==> config.mk <==
export PLATFORM = sky130hd
export DESIGN_NAME = ifu_fetch_ctrl
export DESIGN_NICKNAME = d
export VERILOG_FILES = /design/src/rtl/ifu_fetch_ctrl.sv
export SDC_FILE = /design/constraint.sdc
export NUM_CORES = 1
export LEC_CHECK = 0
export CORE_UTILIZATION = 35
export DETAILED_ROUTE_END_ITERATION = 12
export HOLD_SLACK_MARGIN = 0.08
export PLACE_DENSITY = 0.58
export SYNTH_ARGS = -nofsm -noshare
export SYNTH_HDL_FRONTEND = slang
export SYNTH_SLANG_ARGS = --single-unit
export TNS_END_PERCENT = 100
==> constraint.sdc <==
create_clock -name clk -period 4.5 [get_ports clk]
set_input_delay 0.9 -clock clk [delete_from_list [all_inputs] [get_ports clk]]
set_output_delay 0.9 -clock clk [all_outputs]
set_load 0.01 [all_outputs]
==> src/rtl/ifu_fetch_ctrl.sv <==
// Instruction fetch front end: owns the PC, issues sequential word fetches,
// buffers in-order responses and feeds the IF/ID register one instruction
// per cycle. A jump redirects the PC and discards the old stream.
//
// Request channel: a request transfers when ibus_req_valid_o and
// ibus_req_ready_i are both high at a rising edge. Once valid is raised,
// the address stays stable until the transfer, unless a jump or reset
// intervenes. Responses come back in order, one per cycle at most, with
// no backpressure.
module ifu_fetch_ctrl #(
    parameter logic [31:0] RESET_PC   = 32'h0000_0000,
    parameter int          FIFO_DEPTH = 2
) (
    input  logic        clk,
    input  logic        rst_n,
    input  logic        jump_flag_i,
    input  logic [31:0] jump_addr_i,
    input  logic [2:0]  hold_flag_i,
    output logic        ibus_req_valid_o,
    input  logic        ibus_req_ready_i,
    output logic [31:0] ibus_req_addr_o,
    input  logic        ibus_rsp_valid_i,
    input  logic [31:0] ibus_rsp_data_i,
    output logic [31:0] inst_o,
    output logic [31:0] inst_addr_o,
    output logic        inst_valid_o
);

    localparam logic [31:0] INST_NOP  = 32'h0000_0001;
    localparam logic [31:0] ZERO_WORD = 32'h0000_0000;
    localparam logic [2:0]  HOLD_IF   = 3'b010;
    localparam int          CW        = $clog2(FIFO_DEPTH + 1);
    localparam int          PW        = $clog2(FIFO_DEPTH);

    logic [31:0]   pc;
    logic [31:0]   rsp_pc;
    logic [CW-1:0] outst_cnt;
    logic [CW-1:0] drop_cnt;
    logic [CW-1:0] fifo_cnt;
    logic [PW-1:0] rd_ptr;
    logic [PW-1:0] wr_ptr;
    logic [31:0]   buf_data [FIFO_DEPTH];
    logic [31:0]   buf_addr [FIFO_DEPTH];

    logic [CW:0]   credit_used;
    logic          hold_en;
    logic          fire;
    logic          rsp_ok;
    logic          drop_rsp;
    logic          push;
    logic          pop;
    logic          fifo_nonempty;
    logic [31:0]   jump_target;

    // Handshake and credit decode; a stray response with nothing outstanding is ignored.
    always_comb begin
        credit_used      = {1'b0, outst_cnt} + {1'b0, fifo_cnt};
        hold_en          = (hold_flag_i >= HOLD_IF);
        fifo_nonempty    = (fifo_cnt != '0);
        jump_target      = {jump_addr_i[31:2], 2'b00};
        ibus_req_valid_o = rst_n & ~jump_flag_i & (credit_used < (CW+1)'(FIFO_DEPTH));
        ibus_req_addr_o  = pc;
        fire             = ibus_req_valid_o & ibus_req_ready_i;
        rsp_ok           = ibus_rsp_valid_i & (outst_cnt != '0);
        drop_rsp         = rsp_ok & (drop_cnt != '0);
        push             = rsp_ok & ~jump_flag_i & (drop_cnt == '0);
        pop              = fifo_nonempty & ~hold_en & ~jump_flag_i;
    end

    // PC, response address, credit counters and FIFO pointers; jump overrides everything but reset.
    always_ff @(posedge clk) begin
        if (!rst_n) begin
            pc        <= RESET_PC;
            rsp_pc    <= RESET_PC;
            outst_cnt <= '0;
            drop_cnt  <= '0;
            fifo_cnt  <= '0;
            rd_ptr    <= '0;
            wr_ptr    <= '0;
        end else if (jump_flag_i) begin
            pc        <= jump_target;
            rsp_pc    <= jump_target;
            // Everything still in flight after this cycle belongs to the old stream.
            outst_cnt <= outst_cnt - CW'(rsp_ok);
            drop_cnt  <= outst_cnt - CW'(rsp_ok);
            fifo_cnt  <= '0;
            rd_ptr    <= '0;
            wr_ptr    <= '0;
        end else begin
            if (fire) begin
                pc <= pc + 32'd4;
            end
            if (push) begin
                rsp_pc <= rsp_pc + 32'd4;
                wr_ptr <= wr_ptr + PW'(1);
            end
            if (pop) begin
                rd_ptr <= rd_ptr + PW'(1);
            end
            if (drop_rsp) begin
                drop_cnt <= drop_cnt - CW'(1);
            end
            outst_cnt <= outst_cnt + CW'(fire) - CW'(rsp_ok);
            fifo_cnt  <= fifo_cnt + CW'(push) - CW'(pop);
        end
    end

    // Buffer storage; contents only matter while counted as valid, so no reset.
    always_ff @(posedge clk) begin
        if (push) begin
            buf_data[wr_ptr] <= ibus_rsp_data_i;
            buf_addr[wr_ptr] <= rsp_pc;
        end
    end

    // FIFO head drives the IF/ID inputs directly; a NOP bubble otherwise.
    always_comb begin
        inst_o       = INST_NOP;
        inst_addr_o  = ZERO_WORD;
        inst_valid_o = 1'b0;
        if (rst_n && !jump_flag_i && fifo_nonempty) begin
            inst_o       = buf_data[rd_ptr];
            inst_addr_o  = buf_addr[rd_ptr];
            inst_valid_o = 1'b1;
        end
    end

    rsp_without_request: assert property (
        @(posedge clk) disable iff (!rst_n) ibus_rsp_valid_i |-> (outst_cnt != '0)
    );

endmodule
==> impl_metrics.env, run 1 <==
export IMPL_cp_common_cell="clkdlybuf4s50_1"
export IMPL_cts_tree="built"
export IMPL_num_antenna_cells=0
export IMPL_first_pass_iters=4
export IMPL_antenna_found_initial=0
export IMPL_synth_edff_count=124
export IMPL_finClkSkew_ns=0.0137
export IMPL_hold_path_class="reg -> reg"
export IMPL_r2r_cells=12
export IMPL_swShare=0.258
export IMPL_ys_seq_area_frac=0.610
export IMPL_critPathTopFamily="buffers and inverters"
export IMPL_vias=5812
export IMPL_layout_setup_ws_ns=0.487
export IMPL_hpwl_um=13200
export IMPL_worst_pin_slew_ns=1.12
export IMPL_cts_hold_buf=0
export IMPL_tns_ns=0
export IMPL_internal_power_uw=2980
export IMPL_ys_ff_latch=193
export IMPL_io_buffers=162
export IMPL_overflow=0
export IMPL_dpl_cell_area_mm2=0.0104
export IMPL_whs_path_depth=2
export IMPL_cts_sinks=193
export IMPL_cts_made_buffers=17
export IMPL_synthArstFlopShare=0
export IMPL_grt_usage=0.161
export IMPL_fin_hold_ws_ns=0.516
export IMPL_crit_arrival_ns=3.11
export IMPL_crit_path_start_kind="input pin"
export IMPL_status="finished clean"
export IMPL_nFillCells=2156
export IMPL_dieArea_mm2=0.0245
export IMPL_slew_viol_final=0
export IMPL_synth_cell_type_count=55
export IMPL_htreeDepth=4
export IMPL_cp_required_ns=3.60
export IMPL_p_per_area_mw_per_mm2=364
export IMPL_critical_path_buf_inv_count=3
export IMPL_num_io_pins=170
export IMPL_clk_pin_slew_ns=0.08
export IMPL_wl_um=19100
export IMPL_seqCellArea_mm2=0.00511
export IMPL_p_leak_uw=0.00361
export IMPL_slew_limit_headroom=0.252
export IMPL_cp_slowest_cell="clkdlybuf4s50_1"
export IMPL_crit_chain="clkdlybuf4s50_1, nor2b_1, o21ai_4, buf_4, nor2_1, clkdlybuf4s50_1"
export IMPL_netlist_area_mm2=0.00837
export IMPL_syn_area_per_cell_um2=11.7
export IMPL_hold_viol=0
export IMPL_initial_utilization=0.357
export IMPL_area_delta_synth_final_pct=31.9
export IMPL_crit_fanout=40
export IMPL_combinationalPowerShare=0.108
export IMPL_clkPwrFrac=0.377
export IMPL_max_clock_path_buffers=2
export IMPL_drv_cap=0
export IMPL_core_region_area_mm2=0.0235
export IMPL_syn_instance_count=715
export IMPL_ir_worst_vdd_mv=0.205
export IMPL_place_ws_ns=0.441
export IMPL_finalSetupViolations=0
export IMPL_detail_route_antenna_nets=0
export IMPL_synth_area_leaders="edfxtp_1 44%, dfxtp_1 16%, mux2i_1 7.5%, nor2_1 3.9%, xor2_1 3.7%"
export IMPL_post_synth_top_count_cell="edfxtp_1"
export IMPL_p_seq_frac=0.515
export IMPL_multi_input_area_mm2=0.00309
export IMPL_rows=56
export IMPL_nNetsFinal=954
export IMPL_gp_congestion=0.826
export IMPL_grt_pass1_wl_um=30000
export IMPL_path_class="in -> out"
export IMPL_cts_root_buf="clkbuf_16"
export IMPL_synthTopCellsByCount="124 x edfxtp_1, 86 x nor2_1, 69 x dfxtp_1"
export IMPL_grt_pass1_vias=5548
export IMPL_p_switching_uw=1040
export IMPL_routedWlPerCell_um=15.8
export IMPL_finalCritPeriodShare=0.892
export IMPL_drt_iter0_drc=336
export IMPL_cts_resized=0
export IMPL_fin_crit_ns=4.01
export IMPL_viasPerCell=4.82
export IMPL_drc=0
export IMPL_yosysTopAreaCell="edfxtp_1"
export IMPL_die_w_um=157
export IMPL_stdcell_area_mm2=0.0110
export IMPL_grt_max_degree=56
export IMPL_yosysWarnings=0
export IMPL_critical_path_max_stage_delay_ns=0.54
export IMPL_rsz0062_at_grt="no"
export IMPL_dieHeight_um=157
export IMPL_clock_fmax_mhz=249
export IMPL_cp_end_kind="output port"
export IMPL_cts_setup_buffers=0
export IMPL_synth_flop_cell="edfxtp_1"
export IMPL_worst_path_stages=6
export IMPL_synth_top_cell_area_share=0.445
export IMPL_drive_gt1_frac=0.0688
export IMPL_insertion_delay_ns=0.43
area by class of cell:
type | count | share of cell area
inverter | 11 | 0.00374
timing repair buffer | 176 | 0.163
sequential | 193 | 0.463
tap | 319 | 0.0361
clock inverter | 14 | 0.0140
clock buffer | 18 | 0.0408
multi-input combinational | 474 | 0.280
metal layers:
metal | GRT usage | up-vias | routed length, µm
met3 | 0.0282 | 13 | 736
li1 | - | 2914 | -
met4 | 0.0532 | 0 | 175
met2 | 0.249 | 151 | 8520
met5 | 0 | - | 0
met1 | 0.227 | 2734 | 9650
power groups by stage:
| stage | logic (µW) | clock network, µW | registers (µW) |
|---|---|---|---|
| 6_report | 435 | 1510 | 2070 |
| 5_1_grt | 484 | 1630 | 2080 |
| 4_1_cts | 442 | 1560 | 2070 |
| 3_5_place_dp | 440 | 0 | 2110 |
| 3_3_place_gp | 436 | 0 | 2110 |
| 2_1_floorplan | 243 | 0 | 2100 |
placed cells by master (no fill, tap or decap), types with 3 or more instances in the layout:
master,Yosys,final
edfxtp_1,124,124
clkinv_8,0,3
inv_6,0,5
mux2_1,4,4
and3_1,9,8
a21oi_1,35,35
nand4_1,29,29
nor2_1,86,85
a31oi_1,8,8
nor4_1,7,7
o21ai_1,14,13
nand3_1,17,17
mux2i_1,63,63
xor2_1,35,35
nand2_1,50,50
o22ai_1,3,3
dfxtp_1,69,68
buf_12,0,6
nor3_1,4,4
ha_1,8,8
and2_1,10,10
conb_1,1,4
clkbuf_16,0,18
or3_1,3,3
o21ai_0,28,28
clkdlybuf4s50_1,0,162
inv_8,0,4
nor2b_1,3,3
buf_4,4,8
and4_1,6,6
inv_1,9,8
xnor2_1,20,20
tightest hold or removal path: cells and delay by family, from the launching register on:
family          cells  cell delay [ns]
flops               1             0.32
compound gates      2             0.16
cell families after synthesis:
family,count (synthesis),synth area share
flip-flops,193,0.610
AND/OR/NAND/NOR,236,0.142
multiplexers,67,0.0807
AO/OA/AOI/OAI,103,0.0704
buffers and inverters,51,0.0253
other,1,0.000448
adder cells (fa/ha/maj),9,0.0143
XOR/XNOR,55,0.0575
registers in the layout, indices dropped and copies added, names as in the netlist, named ones only:
signal,flops
rsp_pc,30
wr_ptr,1
rd_ptr,1
buf_addr,60
drop_cnt,2
outst_cnt,2
buf_data,64
ibus_req_addr_o,30
fifo_cnt,2
path summary, 6_finish.rpt:
kind                                                       start                               end  slack [ns]
worst max-delay path                                       rst_n                        inst_o[15]        0.49
worst min-delay path            ibus_req_addr_o[31]$_SDFFE_PN0P_  ibus_req_addr_o[31]$_SDFFE_PN0P_        0.52
worst max register to register           outst_cnt[0]$_SDFF_PN0_           outst_cnt[1]$_SDFF_PN0_        1.44
worst min register to register  ibus_req_addr_o[31]$_SDFFE_PN0P_  ibus_req_addr_o[31]$_SDFFE_PN0P_        0.52
through the flow:
step,util,cells,total power (µW)
3_5_place_dp,0.445,1173,2550
3_3_place_gp,0.445,1173,2540
6_report,0.470,1205,4020
4_1_cts,0.470,1205,4070
2_1_floorplan,-,718,2340
5_1_grt,0.470,1205,4200
No activity file was read; power rests on OpenSTA's default activity.
==> run 2, diff against run 1 <==
--- a/config.mk
+++ b/config.mk
@@ -5,10 +5,12 @@
 export SDC_FILE = /design/constraint.sdc
 export NUM_CORES = 1
 export LEC_CHECK = 0
-export CORE_UTILIZATION = 35
+export CORE_MARGIN = 3
+export CORE_UTILIZATION = 48
+export CTS_BUF_LIST = sky130_fd_sc_hd__clkbuf_8
 export DETAILED_ROUTE_END_ITERATION = 12
 export HOLD_SLACK_MARGIN = 0.08
-export PLACE_DENSITY = 0.58
+export PLACE_DENSITY = 0.76
 export SYNTH_ARGS = -nofsm -noshare
 export SYNTH_HDL_FRONTEND = slang
 export SYNTH_SLANG_ARGS = --single-unit
==> run 2 against run 1 <==
Compared with the run above: setup slack worse by 0.090 ns; register-to-register slack better by 0.03 ns; clock power down 24%; critical endpoint is now inst_o[28]; largest power group unchanged; highest routed layer unchanged.
==> impl_metrics.env, run 2 (synthesis gave the netlist of run 1 again) <==
export IMPL_worstSetupStartpoint="rst_n"
export IMPL_htreeDepth=4
export IMPL_drc=0
export IMPL_core_region_area_mm2=0.0168
export IMPL_dieArea_mm2=0.0191
export IMPL_cts_root_buf="clkbuf_8"
export IMPL_combinationalPowerShare=0.117
export IMPL_hold_viol=0
export IMPL_cp_required_ns=3.60
export IMPL_hold_path_class="reg -> reg"
export IMPL_first_pass_iters=5
export IMPL_detail_route_antenna_nets=0
export IMPL_rows=47
export IMPL_place_ws_ns=0.370
export IMPL_clkPwrFrac=0.316
export IMPL_mostFrequentLayoutCell="clkdlybuf4s50_1"
export IMPL_top_regs="buf_data: 64 flops, buf_addr: 60 flops"
export IMPL_regMostFlops="buf_data"
export IMPL_insertion_delay_ns=0.46
export IMPL_ir_worst_vdd_mv=0.192
export IMPL_finalSetupViolations=0
export IMPL_die_w_um=138
export IMPL_layout_setup_ws_ns=0.397
export IMPL_max_clock_path_buffers=2
export IMPL_tns_ns=0
export IMPL_nNetsFinal=950
export IMPL_cts_setup_buffers=0
export IMPL_num_antenna_cells=0
export IMPL_num_io_pins=170
export IMPL_cts_hold_buf=0
export IMPL_swShare=0.243
export IMPL_crit_arrival_ns=3.20
export IMPL_min_from="rsp_pc[21]$_SDFFE_PN0P_"
export IMPL_cts_resized=0
export IMPL_stdcell_area_mm2=0.0107
export IMPL_clk_pin_slew_ns=0.09
export IMPL_p_leak_uw=0.00348
export IMPL_cts_made_buffers=17
export IMPL_clock_fmax_mhz=244
export IMPL_cts_tree="built"
export IMPL_grt_pass1_wl_um=28900
export IMPL_p_per_area_mw_per_mm2=342
export IMPL_initial_utilization=0.498
export IMPL_slew_viol_final=0
export IMPL_finalCritPeriodShare=0.912
export IMPL_crit_fanout=36
export IMPL_finClkSkew_ns=0.0126
export IMPL_dpl_cell_area_mm2=0.0102
export IMPL_antenna_found_initial=0
export IMPL_worst_pin_slew_ns=1.07
export IMPL_drv_cap=0
export IMPL_p_switching_uw=883
export IMPL_slew_limit_headroom=0.283
export IMPL_vias=5901
export IMPL_grt_usage=0.189
export IMPL_largest_reg_flops=64
export IMPL_fin_crit_ns=4.10
export IMPL_drive_gt1_frac=0.0601
export IMPL_internal_power_uw=2760
export IMPL_grt_max_degree=70
export IMPL_crit_path_start_kind="input pin"
export IMPL_cts_sinks=193
export IMPL_status="finished clean"
export IMPL_fin_hold_ws_ns=0.519
export IMPL_p_seq_frac=0.568
export IMPL_cp_end_kind="output port"
export IMPL_grt_pass1_vias=5559
export IMPL_r2r_start="outst_cnt[0]$_SDFF_PN0_"
export IMPL_gp_congestion=0.816
export IMPL_overflow=0
export IMPL_wl_um=18200
export IMPL_rsz0062_at_grt="no"
export IMPL_path_class="in -> out"
export IMPL_area_delta_synth_final_pct=27.3
export IMPL_routedWlPerCell_um=16.5
export IMPL_drt_iter0_drc=392
export IMPL_most_common_layout_cells="162 x clkdlybuf4s50_1, 124 x edfxtp_1, 85 x nor2_1"
export IMPL_viasPerCell=5.35
export IMPL_hpwl_um=12400
export IMPL_dieHeight_um=138
export IMPL_io_buffers=162
run 2: changes by cell type in the layout (fill, tap and decap cells not counted), moves of 3 or more:
| cell | delta |
|---|---|
| clkbuf_16 | -18 |
| clkbuf_8 | +18 |
| inv_8 | -4 |
| buf_12 | -3 |
| bufinv_16 | +3 |
| clkinv_8 | -3 |
| clkinvlp_4 | +3 |
| inv_1 | +3 |
| inv_6 | -3 |
run 2: layout make-up:
class	count	area, µm²
Clock buffer	18	248
Inverter	11	41.3
Sequential cell	193	5110
Fill cell	1401	6160
Timing Repair Buffer	172	1730
Multi-Input combinational cell	474	3090
Tap cell	220	275
Clock inverter	14	163
run 2: power by group through the flow:
stage          registers (µW)  logic [µW]  clock network [µW]
6_report                 2070         424                1150
5_1_grt                  2080         469                1270
4_1_cts                  2070         427                1180
3_5_place_dp             2110         424                   0
3_3_place_gp             2100         416                   0
2_1_floorplan            2100         243                   0
run 2: critical path: stages:
cell and delay [ns]:
clkdlybuf4s50_1 0.47, nor2b_1 0.42, o21ai_4 0.39, buf_4 0.34, nor2_1 0.13, clkdlybuf4s50_1 0.54
run 2: final timing paths:
path	endpoint	slack [ns]	cells past startpoint
worst min-delay path	buf_addr[0][21]$_DFFE_PP_	0.52	0
worst min register to register	buf_addr[0][21]$_DFFE_PP_	0.52	0
worst max register to register	outst_cnt[1]$_SDFF_PN0_	1.47	12
worst max-delay path	inst_o[28]	0.40	6
run 2: stage by stage:
stage,total power (µW),cells,utilization
2_1_floorplan,2340,718,-
3_3_place_gp,2520,1070,0.609
3_5_place_dp,2530,1070,0.609
4_1_cts,3670,1102,0.634
5_1_grt,3810,1102,0.634
6_report,3640,1102,0.634
run 2: metal layers:
layer  share of wire  global-route usage
met4           0.016              0.0515
met1            0.47               0.270
met2            0.46               0.291
met5               0                   0
met3           0.059              0.0463
